**src/rtl/axi_4k_mtu_splitter_if.sv**
```systemverilog
// Request/sub-request bundle between the grant arbiter, the splitter and the transaction RAM.
// master = requester and sub-request consumer side, slave = splitter side.
interface axi_4k_mtu_splitter_if #(
  parameter int ADDR_W  = 64,
  parameter int LEN_W   = 16,
  parameter int MAX_MTU = 256,
  parameter int NUM_CH  = 8
);
  localparam int CH_W  = (NUM_CH > 1) ? $clog2(NUM_CH) : 1;
  localparam int MTU_W = $clog2(MAX_MTU) + 1;

  logic              req_valid;
  logic              req_ready;
  logic [ADDR_W-1:0] req_addr;
  logic [LEN_W-1:0]  req_bytes;
  logic [CH_W-1:0]   req_ch;
  logic              req_wr;

  logic              out_valid;
  logic              out_ready;
  logic [ADDR_W-1:0] out_addr;
  logic [MTU_W-1:0]  out_bytes;
  logic [CH_W-1:0]   out_ch;
  logic              out_wr;
  logic              out_first;
  logic              out_last;

  logic              busy;
  logic              err_zero;

  modport master (
    output req_valid, req_addr, req_bytes, req_ch, req_wr, out_ready,
    input  req_ready, out_valid, out_addr, out_bytes, out_ch, out_wr,
           out_first, out_last, busy, err_zero
  );

  modport slave (
    input  req_valid, req_addr, req_bytes, req_ch, req_wr, out_ready,
    output req_ready, out_valid, out_addr, out_bytes, out_ch, out_wr,
           out_first, out_last, busy, err_zero
  );
endinterface

```
**src/rtl/axi_4k_mtu_splitter.sv**
```systemverilog
// Splits one request into sub-requests that never cross a 4 KB page nor exceed MAX_MTU bytes.
// Accept at edge N gives out_valid in N+1; one sub-request per cycle; outputs hold while out_ready=0.
module axi_4k_mtu_splitter #(
  parameter int ADDR_W  = 64,
  parameter int LEN_W   = 16,
  parameter int MAX_MTU = 256,
  parameter int NUM_CH  = 8
) (
  input  logic                   clk,
  input  logic                   resetn,
  axi_4k_mtu_splitter_if.slave   bus
);
  localparam int CH_W  = (NUM_CH > 1) ? $clog2(NUM_CH) : 1;
  localparam int MTU_W = $clog2(MAX_MTU) + 1;
  localparam int CW    = 33;

  typedef enum logic {IDLE, SPLIT} state_t;

  state_t            state;
  logic [ADDR_W-1:0] cur_addr;
  logic [LEN_W-1:0]  remaining;
  logic [CH_W-1:0]   ch_q;
  logic              wr_q;
  logic              first_q;
  logic              err_q;

  logic [12:0]       to_bound;
  logic [CW-1:0]     rem_ext;
  logic [CW-1:0]     bnd_ext;
  logic [MTU_W-1:0]  cap;
  logic [MTU_W-1:0]  chunk;
  logic              last;

  // Chunk is derived purely from registered state so outputs stay stable under backpressure.
  always_comb begin
    to_bound = 13'h1000 - {1'b0, cur_addr[11:0]};
    rem_ext  = CW'(remaining);
    bnd_ext  = CW'(to_bound);
    cap      = (rem_ext > CW'(MAX_MTU)) ? MTU_W'(MAX_MTU) : MTU_W'(remaining);
    chunk    = (bnd_ext < CW'(cap)) ? MTU_W'(to_bound) : cap;
    last     = (CW'(chunk) == rem_ext);
  end

  always_ff @(posedge clk or negedge resetn) begin
    if (!resetn) begin
      state     <= IDLE;
      cur_addr  <= '0;
      remaining <= '0;
      ch_q      <= '0;
      wr_q      <= 1'b0;
      first_q   <= 1'b0;
      err_q     <= 1'b0;
    end else begin
      err_q <= 1'b0;
      case (state)
        IDLE: begin
          if (bus.req_valid) begin
            if (bus.req_bytes == '0) begin
              err_q <= 1'b1;
            end else begin
              cur_addr  <= bus.req_addr;
              remaining <= bus.req_bytes;
              ch_q      <= bus.req_ch;
              wr_q      <= bus.req_wr;
              first_q   <= 1'b1;
              state     <= SPLIT;
            end
          end
        end
        SPLIT: begin
          if (bus.out_ready) begin
            // Address wraps modulo 2^ADDR_W by natural overflow.
            cur_addr  <= cur_addr + ADDR_W'(chunk);
            remaining <= remaining - LEN_W'(chunk);
            first_q   <= 1'b0;
            if (last) state <= IDLE;
          end
        end
        default: state <= IDLE;
      endcase
    end
  end

  assign bus.req_ready = (state == IDLE);
  assign bus.busy      = (state == SPLIT);
  assign bus.out_valid = (state == SPLIT);
  assign bus.out_addr  = cur_addr;
  assign bus.out_bytes = (state == SPLIT) ? chunk : '0;
  assign bus.out_last  = (state == SPLIT) & last;
  assign bus.out_first = first_q;
  assign bus.out_ch    = ch_q;
  assign bus.out_wr    = wr_q;
  assign bus.err_zero  = err_q;
endmodule
```
**src/flat_wrapper.sv**
```systemverilog
// flat-port wrapper written by rule: the top's interface ports become plain ports
module axi_4k_mtu_splitter_flat 
#(
  parameter int ADDR_W  = 64,
  parameter int LEN_W   = 16,
  parameter int MAX_MTU = 256,
  parameter int NUM_CH  = 8
)
  (clk, resetn, bus_req_valid, bus_req_addr, bus_req_bytes, bus_req_ch, bus_req_wr, bus_out_ready, bus_req_ready, bus_out_valid, bus_out_addr, bus_out_bytes, bus_out_ch, bus_out_wr, bus_out_first, bus_out_last, bus_busy, bus_err_zero);
  axi_4k_mtu_splitter_if #(.ADDR_W(ADDR_W), .LEN_W(LEN_W), .MAX_MTU(MAX_MTU), .NUM_CH(NUM_CH)) bus_i ();
  input  logic clk;
  input  logic resetn;
  input wire logic [$bits(bus_i.req_valid)-1:0] bus_req_valid;
  input wire logic [$bits(bus_i.req_addr)-1:0] bus_req_addr;
  input wire logic [$bits(bus_i.req_bytes)-1:0] bus_req_bytes;
  input wire logic [$bits(bus_i.req_ch)-1:0] bus_req_ch;
  input wire logic [$bits(bus_i.req_wr)-1:0] bus_req_wr;
  input wire logic [$bits(bus_i.out_ready)-1:0] bus_out_ready;
  output wire logic [$bits(bus_i.req_ready)-1:0] bus_req_ready;
  output wire logic [$bits(bus_i.out_valid)-1:0] bus_out_valid;
  output wire logic [$bits(bus_i.out_addr)-1:0] bus_out_addr;
  output wire logic [$bits(bus_i.out_bytes)-1:0] bus_out_bytes;
  output wire logic [$bits(bus_i.out_ch)-1:0] bus_out_ch;
  output wire logic [$bits(bus_i.out_wr)-1:0] bus_out_wr;
  output wire logic [$bits(bus_i.out_first)-1:0] bus_out_first;
  output wire logic [$bits(bus_i.out_last)-1:0] bus_out_last;
  output wire logic [$bits(bus_i.busy)-1:0] bus_busy;
  output wire logic [$bits(bus_i.err_zero)-1:0] bus_err_zero;
  assign bus_i.req_valid = bus_req_valid;
  assign bus_i.req_addr = bus_req_addr;
  assign bus_i.req_bytes = bus_req_bytes;
  assign bus_i.req_ch = bus_req_ch;
  assign bus_i.req_wr = bus_req_wr;
  assign bus_i.out_ready = bus_out_ready;
  assign bus_req_ready = bus_i.req_ready;
  assign bus_out_valid = bus_i.out_valid;
  assign bus_out_addr = bus_i.out_addr;
  assign bus_out_bytes = bus_i.out_bytes;
  assign bus_out_ch = bus_i.out_ch;
  assign bus_out_wr = bus_i.out_wr;
  assign bus_out_first = bus_i.out_first;
  assign bus_out_last = bus_i.out_last;
  assign bus_busy = bus_i.busy;
  assign bus_err_zero = bus_i.err_zero;
  axi_4k_mtu_splitter #(.ADDR_W(ADDR_W), .LEN_W(LEN_W), .MAX_MTU(MAX_MTU), .NUM_CH(NUM_CH)) u_core (.clk(clk), .resetn(resetn), .bus(bus_i));
endmodule
```
**config.mk**
```make
export PLATFORM = sky130hd
export DESIGN_NAME = axi_4k_mtu_splitter_flat
export DESIGN_NICKNAME = d
export VERILOG_FILES = /design/src/rtl/axi_4k_mtu_splitter_if.sv /design/src/rtl/axi_4k_mtu_splitter.sv /design/src/flat_wrapper.sv
export SDC_FILE = /design/constraint.sdc
export NUM_CORES = 1
export LEC_CHECK = 0
export CAP_MARGIN = 20
export CORE_UTILIZATION = 55
export DETAILED_ROUTE_END_ITERATION = 7
export GPL_ROUTABILITY_DRIVEN = 0
export PLACE_DENSITY = 0.87
export SETUP_SLACK_MARGIN = 0.2
export SLEW_MARGIN = 20
export SYNTH_ARGS = -nofsm -noshare
export SYNTH_HDL_FRONTEND = slang
export SYNTH_SLANG_ARGS = --single-unit
```
**constraint.sdc**
```tcl
create_clock -name clk -period 9.1 [get_ports clk]
set_input_delay 1.365 -clock clk [delete_from_list [all_inputs] [get_ports clk]]
set_output_delay 1.365 -clock clk [all_outputs]
set_load 0.05 [all_outputs]
```
======== Word-level counts from Yosys, hierarchy flattened ========
Cells that the tools add are included.
word-level totals
  bits in registers ....................... 87
  bits of input ports ..................... 88
  output and inout bits ................... 83
cells by class
  add/subtract/negate cells ............... 3
  magnitude comparators ................... 2
  eq/ne operators ......................... 4
  multiplexer cells ....................... 23
  bitwise gates (word level) .............. 3
  reduce and logical (&&, ||, !) cells .... 3
operators by type and width
  operator                                                                           number
  64-bit two-way mux                                                                 3
  64-bit one-hot mux with 2 select lines                                             1
  64-bit by 9-bit adder with 64-bit output                                           1
  16-bit two-way mux                                                                 3
  16-bit one-hot mux with 2 select lines                                             1
  9-bit two-way mux                                                                  3
  9-bit by 16-bit equality test with 1-bit output                                    1
  16-bit by 9-bit greater-than comparator with 1-bit output (second input constant)  1
  16-bit logical NOT                                                                 1
  16-bit by 9-bit subtractor with 16-bit output                                      1
  13-bit by 9-bit < comparator with 1-bit output                                     1
  13-bit by 12-bit subtractor with 13-bit output (first input constant)              1
  1-bit two-way mux                                                                  10
  2-bit != test (second input constant)                                              3
  3-bit AND reduction                                                                2
  1-bit one-hot mux with 2 select lines                                              2
  1-bit NOT                                                                          2
  1-bit AND                                                                          1

======== Depth between registers and ports, before layout ========
  word-level depth ........................ 8
  gate-level depth with buffers ........... 21
  mapped depth without buffers ............ 19

======== Worst setup path before layout ========
Ideal clock, no wire load.
  path type ............................... flip-flop to output port
  start ................................... register u_core.remaining[12]
  end ..................................... output port bus_out_last
  arrival ................................. 5.333 ns
  path slack .............................. 2.402 ns
  stages on the path, launching flop included .. 17
  cell sequence ........................... dfrtp_1 or4_1 or2_2 a21oi_2 nand2_1 ha_1 a21o_1 a21o_1 a211o_1 a211oi_1 buf_4 mux2i_1 inv_1 ha_1 and3_1 nand4_1 nor4_1
between the ends
  word-level cells in the longest chain between the ends .. 6
RTL lines
  element                                                    line                       source
  start: declaration                                         axi_4k_mtu_splitter.sv:21  logic [LEN_W-1:0] remaining;
  start signal: assignment                                   axi_4k_mtu_splitter.sv:62  remaining <= bus.req_bytes;
  start signal: assignment                                   axi_4k_mtu_splitter.sv:74  remaining <= remaining - LEN_W'(chunk);
  16-bit by 9-bit greater-than comparator with 1-bit output  axi_4k_mtu_splitter.sv:39  cap = (rem_ext > CW'(MAX_MTU)) ? MTU_W'(MAX_MTU) : MTU_W'(remaining);
  9-bit two-way mux                                          axi_4k_mtu_splitter.sv:39
  13-bit by 9-bit < comparator with 1-bit output             axi_4k_mtu_splitter.sv:40  chunk = (bnd_ext < CW'(cap)) ? MTU_W'(to_bound) : cap;
  9-bit two-way mux                                          axi_4k_mtu_splitter.sv:40
  9-bit by 16-bit equality test with 1-bit output (*)        axi_4k_mtu_splitter.sv:41  last = (CW'(chunk) == rem_ext);
  1-bit AND (*)                                              axi_4k_mtu_splitter.sv:89  assign bus.out_last = (state == SPLIT) & last;
  end: declaration                                           flat_wrapper.sv:26         output wire logic [$bits(bus_i.out_last)-1:0] bus_out_last;
Mark *: on every way between the ends. The rest lies on a longest branch, timed or not.

======== Worst setup path in the final report ========
Ends and elaborated chain as after synthesis.

==> run metrics <==
DRC 0; cells after synthesis 887; Hold-fix buffers, CTS 0; DRT Wirelength 23.45 mm; Post-synth ARST share 100.0%; Crit. End Element output pin; share of Yosys cell area claimed by the top area cell type 30.54%; # resized after CTS 0; H-tree depth 3; die width 115.8 um; most common cell after layout, fill and taps aside clkdlybuf4s50_1; status complete, no violations; # rows 41; vias in the first global route 7,211; fraction of layout cells with a size suffix above 1 5.263%; initial drt markers 772; Clock Path Buffers 2; global-route wire length before repair 36.99 mm; crit share post-route 79.74%; most frequent cells in the layout clkdlybuf4s50_1, nand2_1, dfrtp_1, nor2_1, a21oi_1; Vias/cell 6.440; Least-Margin Pin Slew 1.188 ns; drt pass-1 iters 5; Synthesis Warnings 0; Port Buf Inserts 170; GRT Overall Usage 35.43%; area delta synth->final 29.03%; Fin. Hold Viols 0; clock-pin transition on the worst setup and hold timing paths 0.06 ns; number of post-CTS setup repair buffers 0; Pins Over Slew Limit 0; PD cells 280.8 nW/um2; Final Cell Area 9198 um2; dpl cell area 8895 um2; WS Path Type flop to output pin; CP startpoint kind flop; Final Critical Period 7.256 ns; CP max FO 9; Mapped Area 7128 um2; Final Setup Violations 0; Worst EP required 7.74 ns; Main synth FF type dfrtp_1; RSZ-0062 raised after global routing false; Inserted Clock Buffers 9; Synth cell types 73; Initial Utilization 56.48%; Die Span Y 115.8 um; Max Fclk 0.1378 GHz; io pins 171; initial antenna violation count 0; HPWL after DPL 16.22 mm; Max Cap Viol 0; syn avg cell area 8.036 um2; Overflow after GRT 0; final net count 1,139; CTS tree built; routed via count 7,715; die area 13,420 um2; Seq/Total Area, Yosys 30.54%; Min-Delay Path Class flop to flop; drt wl/cell 19.57 um; Worst EP arrival 5.89 ns; largest net degree at the start of global routing 92; core area 12,620 um2; Post-synth EDFFs 0; antenna cells 0; syn_nets 1,005; largest cells by area after synthesis dfrtp_1, mux2i_1, nand2_1; layout filler cell count 994; Setup Total Neg Slack 0 ns; P_leak 3.728 nW; Clk Latency, worst-skew pair 0.35 ns; clk_skew 0.01266 ns; #FFs+latches synth 87; antenna-violating nets left 0; root buf cell clkbuf_16; Slew HR 20.77%; top cell type by total area after synthesis dfrtp_1; clk sinks 87; Peak VDD IR 187.1 uV
-- cell usage after synthesis (10+ instances only) --
cell type	number
o22ai_1	24
and3_1	13
a21o_1	12
nor2b_1	10
nor2_1	69
a22oi_1	10
nand3_1	25
xor2_1	10
ha_1	28
dfrtp_1	87
a211oi_1	12
inv_1	34
nor3_1	31
o21a_1	11
nand2_1	113
nor4_1	20
o21ai_0	36
clkbuf_1	40
and2_1	15
nand4_1	17
o211ai_1	17
a21oi_1	58
nand2b_1	10
mux2i_1	48
-- path summary, 6_finish.rpt --
check / from / end / slack, ns / cells after the start
max: u_core.remaining[12]$_DFFE_PN0P_ / bus_out_last / 1.84 / 17
min: u_core.bus.out_ch[1]$_DFFE_PN0P_ / u_core.bus.out_ch[1]$_DFFE_PN0P_ / 0.48 / 2
max reg2reg: u_core.remaining[12]$_DFFE_PN0P_ / u_core.bus.out_addr[39]$_DFFE_PN0P_ / 2.70 / 19
min reg2reg: u_core.bus.out_ch[1]$_DFFE_PN0P_ / u_core.bus.out_ch[1]$_DFFE_PN0P_ / 0.48 / 2
max in group asynchronous: resetn / u_core.bus.busy$_DFF_PN0_ / 6.98 / 2
min in group asynchronous: resetn / u_core.bus.out_addr[27]$_DFFE_PN0P_ / 0.91 / 1
-- flip-flops by register name, indices dropped and copies added, names as in the netlist --
name and count:
u_core.bus.out_first 1, u_core.bus.busy 1, u_core.bus.out_ch 3, u_core.bus.out_addr 64
u_core.remaining 16, u_core.bus.out_wr 1, u_core.bus.err_zero 1
-- power by group --
group	leakage [nW]	internal (mW)	switching [mW]	total, mW
clock network	0.149	0.221	0.164	0.385
registers	1.04	0.488	0.186	0.674
logic	2.54	0.586	0.939	1.52
total	3.73	1.29	1.29	2.58
-- worst max-delay path: stages (launching register included) --
cell and delay (ns):
dfrtp_1 0.42, or4_1 0.57, or2_2 0.37, a21oi_2 0.29
nand2_1 0.13, ha_1 0.31, a21o_1 0.16, a21o_1 0.17
a211o_1 0.29, a211oi_1 0.19, buf_4 0.24, mux2i_1 0.34
inv_1 0.08, ha_1 0.36, and3_1 0.25, nand4_1 0.14
nor4_1 0.36, clkdlybuf4s50_1 0.88
-- routing by layer --
| layer | track usage [%] | vias to the layer above | wire [um] |
|---|---|---|---|
| met2 | 54.25 | 458 | 10620 |
| met4 | 16.32 | 0 | 777 |
| met5 | 0 | - | 0 |
| met3 | 6.276 | 65 | 2140 |
| met1 | 48.80 | 3634 | 9911 |
| li1 | - | 3558 | - |
-- cells by family after synthesis --
group	count (synthesis)	share of synthesized area, %
XOR/XNOR	17	2.089
flip-flops	87	30.54
AND/OR/NAND/NOR	359	25.01
buffers and inverters	91	5.196
AO/OA/AOI/OAI	252	24.47
adder cells (fa/ha/maj)	30	5.477
multiplexers	51	7.214
-- cell type report --
type / count / area, um2 / share of cell area [%]
Multi-Input combinational cell: 709 / 4606 / 50.07
Sequential cell: 87 / 2178 / 23.68
Timing Repair Buffer: 179 / 1767 / 19.21
Clock buffer: 11 / 242.7 / 2.639
Tap cell: 172 / 215.2 / 2.340
Inverter: 35 / 131.4 / 1.428
Clock inverter: 5 / 57.56 / 0.6258
-- metrics by stage --
step,total power [mW],hold WS (ns),setup slack [ns],util [%],instances
floorplan,1.722,0.4959,2.402,-,887
global placement,2.128,0.4596,2.440,70.48,1182
detailed placement,2.165,0.4613,2.312,70.48,1182
CTS,2.554,0.4866,1.922,72.86,1198
global route,2.747,0.5083,1.643,72.88,1198
finish,2.583,0.4850,1.844,72.88,1198
No activity file was read; power rests on OpenSTA's default activity.
